**config.mk**
```make
export PLATFORM = sky130hd
export DESIGN_NAME = uart_tx
export DESIGN_NICKNAME = d
export VERILOG_FILES = /design/src/rtl/uart_tx.sv
export SDC_FILE = /design/constraint.sdc
export NUM_CORES = 1
export LEC_CHECK = 0
export ABC_AREA = 1
export CAP_MARGIN = 10
export CORE_MARGIN = 2
export CORE_UTILIZATION = 40
export CTS_BUF_LIST = sky130_fd_sc_hd__clkbuf_8
export CTS_CLUSTER_SIZE = 8
export DETAILED_ROUTE_END_ITERATION = 7
export DONT_BUFFER_PORTS = 1
export SLEW_MARGIN = 20
export SYNTH_ARGS = -nofsm -noshare
export SYNTH_HDL_FRONTEND = slang
export SYNTH_SLANG_ARGS = --single-unit
```
**constraint.sdc**
```tcl
create_clock -name clk -period 1.4 [get_ports clk]
set_input_delay 0.42 -clock clk [delete_from_list [all_inputs] [get_ports clk]]
set_output_delay 0.42 -clock clk [all_outputs]
set_load 0.005 [all_outputs]
```
**src/rtl/uart_tx.sv**
```systemverilog
// UART transmitter: valid/ready word in, start + LSB-first data + optional parity + stop out.
// All outputs are flops so the line never glitches into the receiver's synchroniser.
module uart_tx #(
  parameter int CLKS_PER_BIT = 10,
  parameter int DATA_BITS    = 8,
  parameter int PARITY_EN    = 0,
  parameter int PARITY_ODD   = 0,
  parameter int STOP_BITS    = 1
) (
  input  logic                 clk,
  input  logic                 n_rst,
  input  logic [DATA_BITS-1:0] tx_data,
  input  logic                 tx_valid,
  output logic                 tx_ready,
  output logic                 serial_out,
  output logic                 tx_busy,
  output logic                 tx_done
);

  localparam int BW = (CLKS_PER_BIT > 1) ? $clog2(CLKS_PER_BIT) : 1;
  localparam logic [BW-1:0] BAUD_LAST = BW'(CLKS_PER_BIT - 1);
  localparam logic [3:0]    DATA_LAST = 4'(DATA_BITS - 1);
  localparam logic [3:0]    STOP_LAST = 4'(STOP_BITS - 1);

  typedef enum logic [2:0] {
    IDLE   = 3'd0,
    START  = 3'd1,
    DATA   = 3'd2,
    PARITY = 3'd3,
    STOP   = 3'd4
  } state_t;

  function automatic logic frame_parity(input logic [DATA_BITS-1:0] d);
    return (PARITY_ODD != 0) ? ~^d : ^d;
  endfunction

  state_t               state, state_n;
  logic [BW-1:0]        baud, baud_n;
  logic [3:0]           bit_idx, bit_n;
  logic [DATA_BITS-1:0] shift, shift_n;
  logic                 par, par_n;
  logic                 ser_n, ready_n, busy_n, done_n;
  logic                 load, last_clk;

  assign load     = tx_ready && tx_valid;
  assign last_clk = (baud == BAUD_LAST);

  // State and output registers; reset drops the line high at once and loses any word.
  always_ff @(posedge clk or negedge n_rst) begin
    if (!n_rst) begin
      state      <= IDLE;
      baud       <= '0;
      bit_idx    <= 4'd0;
      shift      <= '0;
      par        <= 1'b0;
      serial_out <= 1'b1;
      tx_ready   <= 1'b1;
      tx_busy    <= 1'b0;
      tx_done    <= 1'b0;
    end else begin
      state      <= state_n;
      baud       <= baud_n;
      bit_idx    <= bit_n;
      shift      <= shift_n;
      par        <= par_n;
      serial_out <= ser_n;
      tx_ready   <= ready_n;
      tx_busy    <= busy_n;
      tx_done    <= done_n;
    end
  end

  // Next state plus the line level and status flags that the next state implies.
  always_comb begin
    state_n = state;
    baud_n  = baud;
    bit_n   = bit_idx;
    shift_n = shift;
    par_n   = par;
    ser_n   = serial_out;
    case (state)
      IDLE: begin
        ser_n = 1'b1;
        if (load) begin
          state_n = START;
          baud_n  = '0;
          bit_n   = 4'd0;
          shift_n = tx_data;
          par_n   = frame_parity(tx_data);
          ser_n   = 1'b0;
        end else begin
          baud_n = '0;
        end
      end
      START: begin
        if (last_clk) begin
          state_n = DATA;
          baud_n  = '0;
          bit_n   = 4'd0;
          ser_n   = shift[0];
        end else begin
          baud_n = baud + BW'(1);
        end
      end
      DATA: begin
        if (last_clk) begin
          baud_n  = '0;
          shift_n = shift >> 1;
          if (bit_idx == DATA_LAST) begin
            bit_n = 4'd0;
            if (PARITY_EN != 0) begin
              state_n = PARITY;
              ser_n   = par;
            end else begin
              state_n = STOP;
              ser_n   = 1'b1;
            end
          end else begin
            bit_n = bit_idx + 4'd1;
            ser_n = shift[1];
          end
        end else begin
          baud_n = baud + BW'(1);
        end
      end
      PARITY: begin
        if (last_clk) begin
          state_n = STOP;
          baud_n  = '0;
          bit_n   = 4'd0;
          ser_n   = 1'b1;
        end else begin
          baud_n = baud + BW'(1);
        end
      end
      STOP: begin
        if (last_clk) begin
          baud_n = '0;
          if (bit_idx == STOP_LAST) begin
            bit_n = 4'd0;
            // A word waiting at the final stop clk starts the next frame with no gap.
            if (load) begin
              state_n = START;
              shift_n = tx_data;
              par_n   = frame_parity(tx_data);
              ser_n   = 1'b0;
            end else begin
              state_n = IDLE;
              ser_n   = 1'b1;
            end
          end else begin
            bit_n = bit_idx + 4'd1;
          end
        end else begin
          baud_n = baud + BW'(1);
        end
      end
      default: begin
        state_n = IDLE;
        baud_n  = '0;
        bit_n   = 4'd0;
        ser_n   = 1'b1;
      end
    endcase
    done_n  = (state_n == STOP) && (baud_n == BAUD_LAST) && (bit_n == STOP_LAST);
    ready_n = (state_n == IDLE) || done_n;
    busy_n  = (state_n != IDLE);
  end

endmodule

```
# [Yosys cells after proc, flatten, opt, wreduce, memory -nomap -nowiden]
# Cells that the tools add are included.
[classes] n_eq_ne=13 add_sub_neg=2 muxes=31 n_reduce_logical=14
[ops] operator="4-bit 2-to-1 mux" n=8
[ops] operator="8-bit 2-to-1 mux" n=4
[ops] operator="8-bit one-hot mux with 3 select lines" n=1
[ops] operator="3-bit 2-to-1 mux" n=7
[ops] operator="4-bit one-hot mux with 4 select lines" n=1
[ops] operator="3-bit one-hot mux with 5 select lines" n=1
[ops] operator="2-bit != test (second input constant)" n=5
[ops] operator="4-bit by 1-bit adder with 4-bit output (second input constant)" n=2
[ops] operator="4-bit equality test (second input constant)" n=2
[ops] operator="4-bit zero test" n=2
[ops] operator="1-bit 2-to-1 mux" n=8
[ops] operator="3-bit by 2-bit equality test with 1-bit output (second input constant)" n=2
[ops] operator="3-bit equality test (second input constant)" n=2
[ops] operator="3-bit zero test" n=2
[ops] operator="3-bit nonzero test" n=2
[ops] operator="1-bit one-hot mux with 5 select lines" n=1
[ops] operator="5-bit AND reduction" n=1
[ops] operator="4-bit by 3-bit equality test with 1-bit output (second input constant)" n=1
[ops] operator="4-bit AND reduction" n=1
[ops] operator="4-bit OR reduction" n=1
[ops] operator="3-bit by 1-bit equality test with 1-bit output (second input constant)" n=1
[ops] operator="1-bit logical AND" n=3
[ops] operator="2-bit OR reduction" n=1
[ops] operator="1-bit logical OR" n=1
[word_totals] out_inout_bits=4 ff_bits=23 elab_cells=68 inputBits=11

# [Longest topological paths before layout]
[logic_depth] depth_word=9 mapped_depth=13 mapped_depth_nobuf=13

# [Worst setup path before layout]
# OpenSTA, ideal clock, no wires.
[synth_path] path_kind="flip-flop to flip-flop" startpoint="register baud[1]" endpoint="register shift[6]" t_arrival_ns=1.458 setup_time_ns=0.074 path_stages_with_launch=11 path_slack_ns=-0.132 period_less_slack_ns=1.532 required_ns=1.326 path_buffers=1 cell_sequence="dfrtp_1 inv_1 ha_1 nand2_2 nor2_8 inv_6 nand2_1 o211a_4 buf_12 o211ai_2 o21ai_2"
[synth_via] elab_chain_cells=3 word_cells_on_any_way=4 classes_between="3 x eq/ne; 1 x reduce/logical"
[synth_rtl] item="start: declaration" line="38" source="logic [BW-1:0] baud, baud_n;"
[synth_rtl] item="start signal: assignment" line="62" source="baud <= baud_n;"
[synth_rtl] item="4-bit equality test *" line="46" source="assign last_clk = (baud == BAUD_LAST);"
[synth_rtl] item="2-bit != test (no line)"
[synth_rtl] item="4-bit AND reduction (no line) *"
[synth_rtl] item="end signal: assignment" line="64" source="shift <= shift_n;"
[synth_rtl] item="end: declaration" line="40" source="logic [DATA_BITS-1:0] shift, shift_n;"
# Mark *: on every way between the ends. The rest lies on a longest branch, timed or not.
# A chain may end at the register's enable or synchronous reset.

# [Worst setup path after layout]
[layout_path] startpoint="register baud[1]" endpoint="register tx_ready"
[layout_via] elab_chain_cells=7 word_cells_on_any_way=20 classes_between="1 x add/sub; 3 x eq/ne; 11 x mux; 5 x reduce/logical"
[layout_rtl] item="4-bit equality test *" line="46"
[layout_rtl] item="3-bit 2-to-1 mux, on equally long branches"
[layout_rtl] item="3-bit one-hot mux with 5 select lines *" line="81" source="case (state)"
[layout_rtl] item="via state_n[2]" line="37" source="state_t state, state_n;"
[layout_rtl] item="3-bit equality test" line="165" source="done_n = (state_n == STOP) && (baud_n == BAUD_LAST) && (bit_n == STOP_LAST);"
[layout_rtl] item="1-bit logical AND (2 in series)" line="165"
[layout_rtl] item="1-bit logical OR *" line="166" source="ready_n = (state_n == IDLE) || done_n;"
[layout_rtl] item="via ready_n" line="42" source="logic ser_n, ready_n, busy_n, done_n;"
[layout_rtl] item="end signal: assignment" line="67" source="tx_ready <= ready_n;"
[layout_rtl] item="end: declaration" line="14" source="output logic tx_ready,"
# The timed path passes the listed nets; every way through them passes the cells marked *.

==> flow_summary.yaml <==
run_status:
  status: "finished with violations"
  violations: "setup timing"
logic_synthesis:
  ys_types: 33
  synth_top_area_frac: 0.359
  synth_edf_count: 0
  ys_seq_area_frac: 0.395
  syn-num-nets: 191
  synth-adder-area-share: 0.0342
  syn_area_um2: 1460
  yosysTopAreaCell: "dfrtp_1"
  ys_seq_elements: 23
  syn_inst: 176
  synth_top_family_by_area: "simple AND/OR/NAND/NOR gates"
  synth-simple-area-share: 0.314
  yosys-top-cells-area: "dfrtp_1, nand2_1, inv_1"
  synthMuxAreaShare: 0
  async_flop_share: 1.00
  synthXorXnorAreaFrac: 0
  synth_compound_area_frac: 0.163
  synthFlopType: "dfrtp_1"
  synth_common_cells: "nand2_1, dfrtp_1, inv_1, nor2_1, nand3_1"
  yosysWarnings: 0
  syn_avg_cell_area_um2: 8.31
  synth_most_common_cell: "nand2_1"
global_route:
  grt_pass1_vias: 1268
  antenna_found_initial: 0
  grt_pass1_wl_um: 5780
  grt_max_degree: 24
  gr-total-overflow: 0
  track_usage: 0.177
placement:
  routabilityCongestion: 0.874
  post-place-ws_ns: -0.190
  dpl.hpwl_um: 2380
  port_buffers: 0
sta:
  fmax_mhz: 617
  period_minus_slack_ns: 1.62
  period_share: 1.16
  setup_violations: 17
  timing.max_slew.rel_slack: 0.650
  hold_violations: 0
  rsz0062_at_grt: "true"
  tightest_slew_ns: 0.524
  fin_ws_ns: -0.221
  finClkSkew_ns: 0.00697
  drv_slew: 0
setup_path:
  setup.worst_path.end_class: "flip-flop"
  path_class: "reg2reg"
  required_ns: 1.61
  worst_setup_path_start_kind: "flip-flop"
  crit_arrival_ns: 1.83
  crit_fanout: 7
clock_tree:
  numCtsBuffers: 3
  root_buffer: "clkbuf_8"
  tritoncts: "done"
  cts_sinks: 23
  clk_path_buf_depth: 2
  htreeDepth: 1
  clk_pin_slew_ns: 0.08
  insertion_delay_ns: 0.26
final_layout:
  num_antenna_cells: 0
  syn2layout_area_growth_pct: 31.8
  fin_util: 0.564
  final_nets: 231
  drive_gt1_frac: 0.437
route:
  drc: 0
  via_count: 1294
  dr.first_iter.drc_count: 36
  wl_per_cell_um: 13.3
  antenna_left: 0
  routed_via_density: 4.96
  firstDrtPassIters: 4
  detail_route.wirelength_um: 3480
power:
  finalPower_uw: 1080
  p_switching_uw: 215
  seqPwrFrac: 0.618
  vdd_drop_max_v: 0.000358
  leakagePower_uw: 0.000953
  sw_frac_of_total: 0.200
  p_int_uw: 860
  p_comb_frac: 0.013
  clock_power_share: 0.370
  power_density_nw_per_um2: 558
floorplanning:
  coreArea_um2: 3420
  start_util: 0.428
  die-area_um2: 4160
  die_x_um: 64.5
  die_h_um: 64.5
  rows: 21
  ioPinCount: 15
run:
  cap_violations: 0
min_path:
  hold_class: "in2async"
==> cell usage in the layout, fill, tap and decap left out, types with 2 or more instances in the layout <==
cell,netlist,final
nand2_4,1,5
dfrtp_1,21,21
nor2_4,1,2
nand3_2,5,6
clkbuf_8,0,3
nor2_2,3,4
buf_6,1,5
dfstp_2,2,2
nand4_1,3,3
a21oi_2,1,3
nand2_2,8,7
inv_2,3,5
nor2_1,14,12
o211a_4,1,2
nand3_1,10,8
nand2_1,44,41
inv_1,20,19
o21ai_2,8,10
o211ai_1,8,8
ha_1,4,2
buf_4,0,32
==> registers in the layout, summed over array words and instances, names as in the netlist <==
| signal | count |
|---|---|
| shift | 8 |
| baud | 4 |
| bit_idx | 4 |
| state | 3 |
| serial_out | 1 |
| tx_busy | 1 |
| tx_done | 1 |
| tx_ready | 1 |
==> logic make-up (layout without fill, tap and decap cells) <==
| group | after synthesis | after routing |
|---|---|---|
| fa+ha+maj | 4 | 4 |
| compound gates | 29 | 30 |
| simple gates | 92 | 92 |
| buf+inv | 28 | 66 |
| flops | 23 | 23 |
==> power groups by stage <==
| stage | registers [µW] | logic, µW | clock network, µW |
|---|---|---|---|
| global placement | 677 | 0.0737 | 0 |
| detailed placement | 677 | 0.0737 | 0 |
| floorplan | 677 | 0.0736 | 0 |
| finish | 664 | 13.8 | 397 |
| global route | 664 | 17.1 | 443 |
| CTS | 664 | 15.4 | 412 |
==> critical path, cell delays in order (launching register included) <==
cell	delay, ns
dfrtp_1	0.38
inv_1	0.07
ha_2	0.19
nand2_4	0.07
nor2_8	0.18
buf_6	0.13
nand2_1	0.08
nand3_4	0.12
nand3_2	0.07
nor2_2	0.11
nand3_2	0.09
nand2_1	0.08
==> final timing paths <==
check / start / endpoint / slack [ns] / cells past startpoint
worst min-delay path: n_rst / tx_busy$_DFF_PN0_ / 0.12 / 1
max in group asynchronous: n_rst / serial_out$_DFFE_PN1P_ / 0.90 / 1
worst max-delay path: baud[1]$_DFF_PN0_ / tx_ready$_DFF_PN1_ / -0.22 / 11
worst max register to register: baud[1]$_DFF_PN0_ / tx_ready$_DFF_PN1_ / -0.22 / 11
worst min register to register: serial_out$_DFFE_PN1P_ / serial_out$_DFFE_PN1P_ / 0.52 / 2
min in group clk: tx_data[7] / shift[7]$_DFFE_PN0P_ / 0.30 / 2
==> cell type report <==
class                           count  area, µm²
Clock inverter                      1       3.75
Fill cell                         317       1490
Timing Repair Buffer               38        302
Clock buffer                        3       41.3
Sequential cell                    23        578
Tap cell                           46       57.6
Multi-Input combinational cell    126        851
Inverter                           24       95.1
==> through the flow <==
step	TNS [ns]	area, µm²	hold WS (ns)	std cells
2_1_floorplan	-0.953	1470	0.124	176
3_3_place_gp	-1.61	1730	0.125	250
3_5_place_dp	-2.11	1730	0.125	250
6_report	-2.63	1930	0.124	261
4_1_cts	-3.94	1850	0.297	259
5_1_grt	-4.18	1930	0.169	261
==> what timing repair did <==
action / CTS / global route
pin swaps: 10 / 9
endpoints found under the hold margin: 23 / 0
resized for setup: 8 / 18
cloned: 1 / 0
setup endpoints to repair: 15 / 22
buffers inserted: 3 / 2
hold buffers: 1 / 0
==> routing by layer <==
metal | global-route usage | up-vias | wire [µm]
li1 | - | 658 | -
met1 | 0.224 | 620 | 1520
met2 | 0.316 | 14 | 1850
met3 | 0.0295 | 2 | 79
met4 | 0.0399 | 0 | 20
met5 | 0 | - | 0
(Power assumes the default switching activity.)
